**src/rtl/pipe_ctrl_pkg.sv**
```systemverilog
// Shared definitions for the five-stage pipeline controller: stage indices and FSM states.
// Used by pipe_ctrl (optional PIPE_PERF_CNT_EN counters live in the top).
package pipe_ctrl_pkg;

    localparam int NSTAGE  = 5;

    localparam int STG_IF  = 0;
    localparam int STG_ID  = 1;
    localparam int STG_EXE = 2;
    localparam int STG_MEM = 3;
    localparam int STG_WB  = 4;

    typedef enum logic [1:0] {
        ST_RUN      = 2'd0,
        ST_FLUSH    = 2'd1,
        ST_REDIRECT = 2'd2
    } state_t;

endpackage

```
**src/rtl/pipe_hazard_det.sv**
```systemverilog
// Load-use hazard detector: a load in EXE feeding a source register of the instruction in ID.
// Purely combinational; unaffected by the PIPE_PERF_CNT_EN build option.
module pipe_hazard_det (
    input  logic       id_valid,
    input  logic       ex_valid,
    input  logic       ex_load,
    input  logic [4:0] ex_rd,
    input  logic [4:0] id_rs,
    input  logic [4:0] id_rt,
    output logic       hazard
);

    // Register 0 is hardwired to zero, so a load targeting it never creates a dependency.
    assign hazard = id_valid & ex_valid & ex_load & (ex_rd != 5'd0)
                  & ((ex_rd == id_rs) | (ex_rd == id_rt));

endmodule

```
**src/rtl/pipe_ctrl.sv**
```systemverilog
// Five-stage pipeline handshake controller with load-use stall and exception flush/redirect.
// Define PIPE_PERF_CNT_EN to add the stall_cnt / flush_cnt performance counter ports.
module pipe_ctrl
    import pipe_ctrl_pkg::*;
#(
    parameter int NSTAGE = 5,
    parameter int CNT_W  = 32
) (
    input  logic              clk,
    input  logic              reset,
    input  logic [NSTAGE-1:0] stage_over,
    input  logic              exc_valid,
    input  logic [4:0]        id_rs,
    input  logic [4:0]        id_rt,
    input  logic              ex_load,
    input  logic [4:0]        ex_rd,
    output logic [NSTAGE-1:0] allow_in,
    output logic [NSTAGE-1:0] stage_valid,
    output logic              cancel,
    output logic              pc_redirect
`ifdef PIPE_PERF_CNT_EN
    ,
    output logic [CNT_W-1:0]  stall_cnt,
    output logic [CNT_W-1:0]  flush_cnt
`endif
);

    state_t            state_reg;
    state_t            state_next;
    logic              hazard;
    logic              exc_take;
    logic [NSTAGE-1:0] eff_over;
    logic [NSTAGE-1:0] allow_run;
    logic [NSTAGE-1:0] valid_next;

    pipe_hazard_det u_hazard (
        .id_valid (stage_valid[STG_ID]),
        .ex_valid (stage_valid[STG_EXE]),
        .ex_load  (ex_load),
        .ex_rd    (ex_rd),
        .id_rs    (id_rs),
        .id_rt    (id_rt),
        .hazard   (hazard)
    );

    always_comb begin
        eff_over         = stage_over;
        eff_over[STG_ID] = stage_over[STG_ID] & ~hazard;
    end

    // Back-pressure ripples from WB towards IF: a stage may accept only if it is empty
    // or its current occupant can move on.
    always_comb begin
        allow_run             = '0;
        allow_run[NSTAGE-1]   = ~stage_valid[NSTAGE-1] | stage_over[NSTAGE-1];
        for (int i = NSTAGE - 2; i >= 0; i--) begin
            allow_run[i] = ~stage_valid[i] | (eff_over[i] & allow_run[i+1]);
        end
    end

    always_comb begin
        state_next  = state_reg;
        allow_in    = '0;
        cancel      = 1'b0;
        pc_redirect = 1'b0;
        exc_take    = 1'b0;
        unique case (state_reg)
            ST_RUN: begin
                allow_in = allow_run;
                exc_take = exc_valid & stage_valid[STG_WB];
                if (exc_take) begin
                    state_next = ST_FLUSH;
                end
            end
            ST_FLUSH: begin
                cancel     = 1'b1;
                state_next = ST_REDIRECT;
            end
            ST_REDIRECT: begin
                pc_redirect = 1'b1;
                state_next  = ST_RUN;
            end
            default: state_next = ST_RUN;
        endcase
    end

    genvar gi;
    generate
        for (gi = 1; gi < NSTAGE; gi++) begin : g_stage
            // An EXE bubble during a stall falls out naturally: eff_over[ID] is low.
            assign valid_next[gi] = cancel        ? 1'b0 :
                                    allow_in[gi]  ? (stage_valid[gi-1] & eff_over[gi-1]) :
                                                    stage_valid[gi];
        end
    endgenerate

    assign valid_next[STG_IF] = cancel                            ? 1'b0 :
                                (allow_in[STG_IF] | pc_redirect)  ? 1'b1 :
                                                                    stage_valid[STG_IF];

    always_ff @(posedge clk or posedge reset) begin
        if (reset) begin
            state_reg   <= ST_RUN;
            stage_valid <= '0;
        end else begin
            state_reg   <= state_next;
            stage_valid <= valid_next;
        end
    end

`ifdef PIPE_PERF_CNT_EN
    // A stall cycle that coincides with an accepted exception is not counted as a stall.
    always_ff @(posedge clk or posedge reset) begin
        if (reset) begin
            stall_cnt <= '0;
            flush_cnt <= '0;
        end else begin
            if ((state_reg == ST_RUN) && hazard && !exc_take) begin
                stall_cnt <= stall_cnt + CNT_W'(1);
            end
            if (exc_take) begin
                flush_cnt <= flush_cnt + CNT_W'(1);
            end
        end
    end
`endif

endmodule

```
**config.mk**
```make
export PLATFORM = sky130hd
export DESIGN_NAME = pipe_ctrl
export DESIGN_NICKNAME = d
export VERILOG_FILES = /design/src/rtl/pipe_ctrl_pkg.sv /design/src/rtl/pipe_hazard_det.sv /design/src/rtl/pipe_ctrl.sv
export SDC_FILE = /design/constraint.sdc
export NUM_CORES = 1
export LEC_CHECK = 0
export CORE_MARGIN = 2
export CORE_UTILIZATION = 35
export DETAILED_ROUTE_END_ITERATION = 8
export PLACE_DENSITY = 0.75
export SYNTH_ARGS = -nofsm -noshare
export SYNTH_HDL_FRONTEND = slang
export SYNTH_SLANG_ARGS = --single-unit
```
**constraint.sdc**
```tcl
create_clock -name clk -period 2.2 [get_ports clk]
set_clock_uncertainty 0.05 [all_clocks]
set_input_delay 0.44 -clock clk [delete_from_list [all_inputs] [get_ports clk]]
set_output_delay 0.44 -clock clk [all_outputs]
set_load 0.03 [all_outputs]
```
Word level (Yosys, flattened, before mapping)
Index checks and enable logic that the tools add are counted.
{"block": "op_classes", "muxes": 15, "n_reduce_logical": 7, "n_shift": 0, "n_lt_le_gt_ge": 0, "div": 0, "multipliers": 0, "bitwise": 27, "n_eq_ne": 5, "n_addsub": 0}
{"operator": "1-bit bitwise AND", "n": 14}
{"operator": "1-bit two-way mux", "n": 12}
{"operator": "5-bit equality test", "n": 2}
{"operator": "2-bit nonzero test", "n": 5}
{"operator": "1-bit OR", "n": 7}
{"operator": "1-bit inverter", "n": 6}
{"operator": "5-bit two-way mux", "n": 1}
{"operator": "5-bit nonzero test", "n": 1}
{"operator": "2-bit one-hot mux with 2 select lines", "n": 1}
{"operator": "2-bit by 1-bit equality test with 1-bit output (second input constant)", "n": 1}
{"operator": "2-bit equality test (second input constant)", "n": 1}
{"operator": "2-bit logical NOT", "n": 1}
{"operator": "2-bit two-way mux", "n": 1}
{"operator": "2-bit != test (second input constant)", "n": 1}
{"block": "word_totals", "wordCells": 60, "input_bits": 24, "ram_bits": 0, "memories": 0, "latch_bits": 0, "ff_bits": 7, "mem_bits_ro": 0, "output_inout_bits": 12}

Longest topological paths before layout
{"block": "logic_depth", "ltp_word": 14, "mapped_depth": 6, "depth_no_buf": 5}

By module
From an unflattened synthesis, not the netlist that was laid out.
{"block": "unflattened", "hier_cells": 67, "hier_area_um2": 576.8}
{"mod": "pipe_ctrl", "area_per_inst_um2": 447.9, "cells_per_inst": 50, "n_inst": 1}
{"mod": "pipe_hazard_det", "area_per_inst_um2": 128.9, "cells_per_inst": 17, "n_inst": 1}

Worst setup path after synthesis
No wires, ideal clock.
{"block": "synth_timing", "kind": "register -> output", "start": "register state_reg[0]", "end": "output allow_in[0]", "t_arrival_ns": 2.221, "slack_ns": -0.511, "stages_incl_launch_ff": 5, "cell_sequence": "dfrtp_1 clkbuf_1 o32ai_1 o211ai_2 o21ai_1"}
{"block": "synth_via", "elab_chain_len": 2}
{"item": "start, declared", "line": "pipe_ctrl.sv:28", "text": "state_t state_reg;"}
{"item": "start signal, assigned", "line": "pipe_ctrl.sv:106", "text": "state_reg <= state_next;"}
{"item": "2-bit logical NOT", "line": "pipe_ctrl.sv:67", "text": "unique case (state_reg)"}
{"item": "5-bit two-way mux", "line": "pipe_ctrl.sv:67"}
{"item": "end, declared", "line": "pipe_ctrl.sv:17", "text": "output logic [NSTAGE-1:0] allow_in,"}
No other way between the ends.

Worst setup path in the final report
{"block": "layout_timing", "start": "input ex_rd[3]", "end": "output allow_in[1]"}
{"block": "layout_via", "elab_chain_len": 8, "word_cells_on_any_way": 11, "cone_classes": "2 x eq/ne; 1 x mux; 7 x bitwise; 1 x reduce/logical"}
{"item": "start, declared", "line": "pipe_ctrl.sv:16", "text": "input logic [4:0] ex_rd,"}
{"item": "5-bit equality test / 5-bit nonzero test (equally long branches)", "line": "pipe_hazard_det.sv:15, pipe_hazard_det.sv:14"}
{"item": "1-bit OR / 1-bit bitwise AND (equally long branches)", "line": "pipe_hazard_det.sv:15, pipe_hazard_det.sv:14"}
{"item": "1-bit bitwise AND *", "line": "pipe_hazard_det.sv:15", "text": "& ((ex_rd == id_rs) | (ex_rd == id_rt));"}
{"item": "1-bit inverter *", "line": "pipe_ctrl.sv:48", "text": "eff_over[STG_ID] = stage_over[STG_ID] & ~hazard;"}
{"item": "1-bit bitwise AND *", "line": "pipe_ctrl.sv:48"}
{"item": "1-bit bitwise AND *", "line": "pipe_ctrl.sv:57", "text": "allow_run[i] = ~stage_valid[i] | (eff_over[i] & allow_run[i+1]);"}
{"item": "1-bit OR *", "line": "pipe_ctrl.sv:57"}
{"item": "5-bit two-way mux *", "line": "pipe_ctrl.sv:67"}
Every way passes the cells marked *; elsewhere a longest branch is shown, timed or not.

==> impl_metrics.toml <==
[timing]
fin_ws_ps = -8.03
finalCritPeriodShare_pct = 100
rsz0062_at_grt = "true"
finalMaxSlewViolations = 0
worstMarginPinSlew_ps = 312
hold_slack_ps = 370
setup_viol = 2
max_freq_mhz = 453
hold_violations = 0
relSlewSlack_pct = 79.1
setup_tns_ps = -8.74
timing.final.crit_period_ps = 2210

[synthesis]
synth-seq-cells = 7
syn_inst = 69
ys_seq_area_share_pct = 31.7
syn_nets = 93
ys_warn_count = 0
synth_area_leaders = "dfrtp_1 32%, xor2_1 16%, o21ai_0 5.4%, nand2_1 5.4%, nor2_1 4.1%"
synth_area_leader_cell = "dfrtp_1"
synth_top_area_share_pct = 31.7
syn_area_um2 = 553
synth_cell_type_count = 27
postSynthAreaPerCell_um2 = 8.01

[drt]
ant_nets = 0
finalWirelength_mm = 1.69
first_iter_violations = 8
route.detailed.drc = 0
vias_per_cell = 5.01
num_vias = 661
wl_per_cell_um = 12.8
dr.pass1.iters = 2

[floorplanning]
pin_count = 36
die_h_um = 43.8
fp-row-count = 14
dieArea_mm2 = 0.00191
core_area_mm2 = 0.00149
initial_utilization_pct = 37.1
die_x_um = 43.8

[power_and_ir_drop]
powerDensity_mw_per_mm2 = 1120
ir_worst_vdd_uv = 742
p_leak_nw = 0.527

[setup_path]
start_kind = "input port"
crit_required_ps = 1710
crit_arrival_ps = 1720
timing.rr.start = "state_reg[1]"
r2r_end = "stage_valid[1]"
timing.critical_path.buf_inv = 2
end_kind = "primary output"
critical-path-slowest-cell = "or4_4"
reg2reg_slack_ps = 820
worst_r2r_path_depth = 6
crit_chain = "buf_6 > or4_4 > o2111ai_4 > o211ai_2 > o31ai_1 > buf_4"
path_max_fanout = 3
crit_type = "in -> out"
critPathMaxStageDelay_ps = 530
cp_top_family = "simple AND/OR/NAND/NOR gates"

[grt]
grt_pass1_wl_mm = 2.97
antenna_found_initial = 0
grt_max_degree = 10
grt_usage_pct = 20.7
grt_pass1_vias = 676
overflow = 0

[clock_network]
clk_pin_slew_ps = 50
postCtsHoldBufs = 0
h-tree-depth = 1
clock_sinks = 7
cts_tree = "done"
clk-insertion-delay-late_ps = 240
clockBufferDepth = 2
cts_buffers = 3
cts-root-buf = "clkbuf_4"

[run_status]
status = "finished with violations"
violations = "setup timing"

[run]
cap_violations = 0

[finish]
nFillCells = 128
largest_reg_flops = 5
syn_to_final_growth_pct = 90.7
nets = 141
diodes = 0
drive_gt1_share_pct = 29.3

[placement]
post-dp-hpwl_mm = 1.32
portBuffers = 35
place.gp.congestion = 0.780
dp_slack_ps = -387

[hold_path]
hold_path.class = "in -> async"
==> synthesized netlist by cell type (all sizes together) <==
master and number:
or4 1, buf 3, nand3 2, and3 1
mux2i 1, o31ai 1, a22oi 1, nor2b 2
o211ai 2, o2111ai 1, o21bai 1, dfrtp 7
o2bb2ai 1, o32ai 1, nand2b 1, xor2 10
inv 5, nand2 8, o21ai 7, nor3 4
a21oi 1, clkbuf 1, a21boi 1, nor2 6
==> cells by family after synthesis <==
family,share of synthesized area (%)
and+or+nand+nor,20.8
muxes,1.81
AOI/OAI and AO/OA,22.2
buffers and inverters,7.69
DFF,31.7
xor gates and xnor gates,15.8
==> metal layers <==
metal / GRT usage (%) / vias to the layer above / wire length, µm
li1: - / 334 / -
met4: 7.27 / 0 / 8
met3: 3.33 / 2 / 138
met1: 21.6 / 299 / 638
met2: 40.6 / 26 / 907
met5: 0 / - / 0
==> cells in the final DEF, fill, tap and decap left out, drive strengths merged <==
cell	count
a21boi	1
a21oi	1
a22oi	1
and3	1
buf	21
clkbuf	4
clkdlybuf4s50	12
dfrtp	7
dlygate4sd2	12
dlymetal6s2s	2
inv	5
mux2i	1
nand2	8
nand2b	1
nand3	2
nor2	6
nor2b	2
nor3	4
o2111ai	1
o211ai	2
o21ai	7
o21bai	1
o2bb2ai	1
o31ai	1
o32ai	1
or4	1
xor2	10
==> worst max-delay path by stage <==
stage               slack, ps  cells past startpoint      startpoint           to
global placement         -360                      6        ex_rd[1]  allow_in[0]
floorplan                  30                      5  stage_valid[4]  allow_in[1]
global route              -60                      6        ex_rd[3]  allow_in[1]
CTS                       -30                      6        ex_rd[3]  allow_in[1]
detailed placement       -390                      6        ex_rd[1]  allow_in[1]
finish                     -8                      6        ex_rd[3]  allow_in[1]
==> stage by stage <==
step	cells	power [mW]	utilization, %	area [µm²]
after floorplan	69	0.721	-	576
after global placement	126	1.03	66.1	985
after detailed placement	126	1.04	66.1	985
after CTS	131	1.18	68.9	1030
after global routing	132	1.27	70.8	1050
final	132	1.18	70.8	1050
==> area by class of cell <==
class | instances | area [µm²] | area share (%)
repair buffers | 47 | 417 | 39.5
multi-input cells | 53 | 398 | 37.7
flip-flops and latches | 7 | 175 | 16.6
clock buffers | 4 | 26.3 | 2.49
well taps | 16 | 20.0 | 1.90
inverters | 5 | 18.8 | 1.78
==> report_power, final <==
| group | switching (mW) | leakage, nW | internal [mW] |
|---|---|---|---|
| clock | 0.0428 | 0.0150 | 0.0689 |
| combinational | 0.438 | 0.427 | 0.375 |
| sequential | 0.0817 | 0.0846 | 0.178 |
| total | 0.563 | 0.527 | 0.622 |
==> repair_timing <==
action                     CTS  global route
buffers inserted             1             1
resized for setup           37             5
pin swaps                   13             3
setup endpoints to repair    4             3
(Power assumes the default switching activity.)
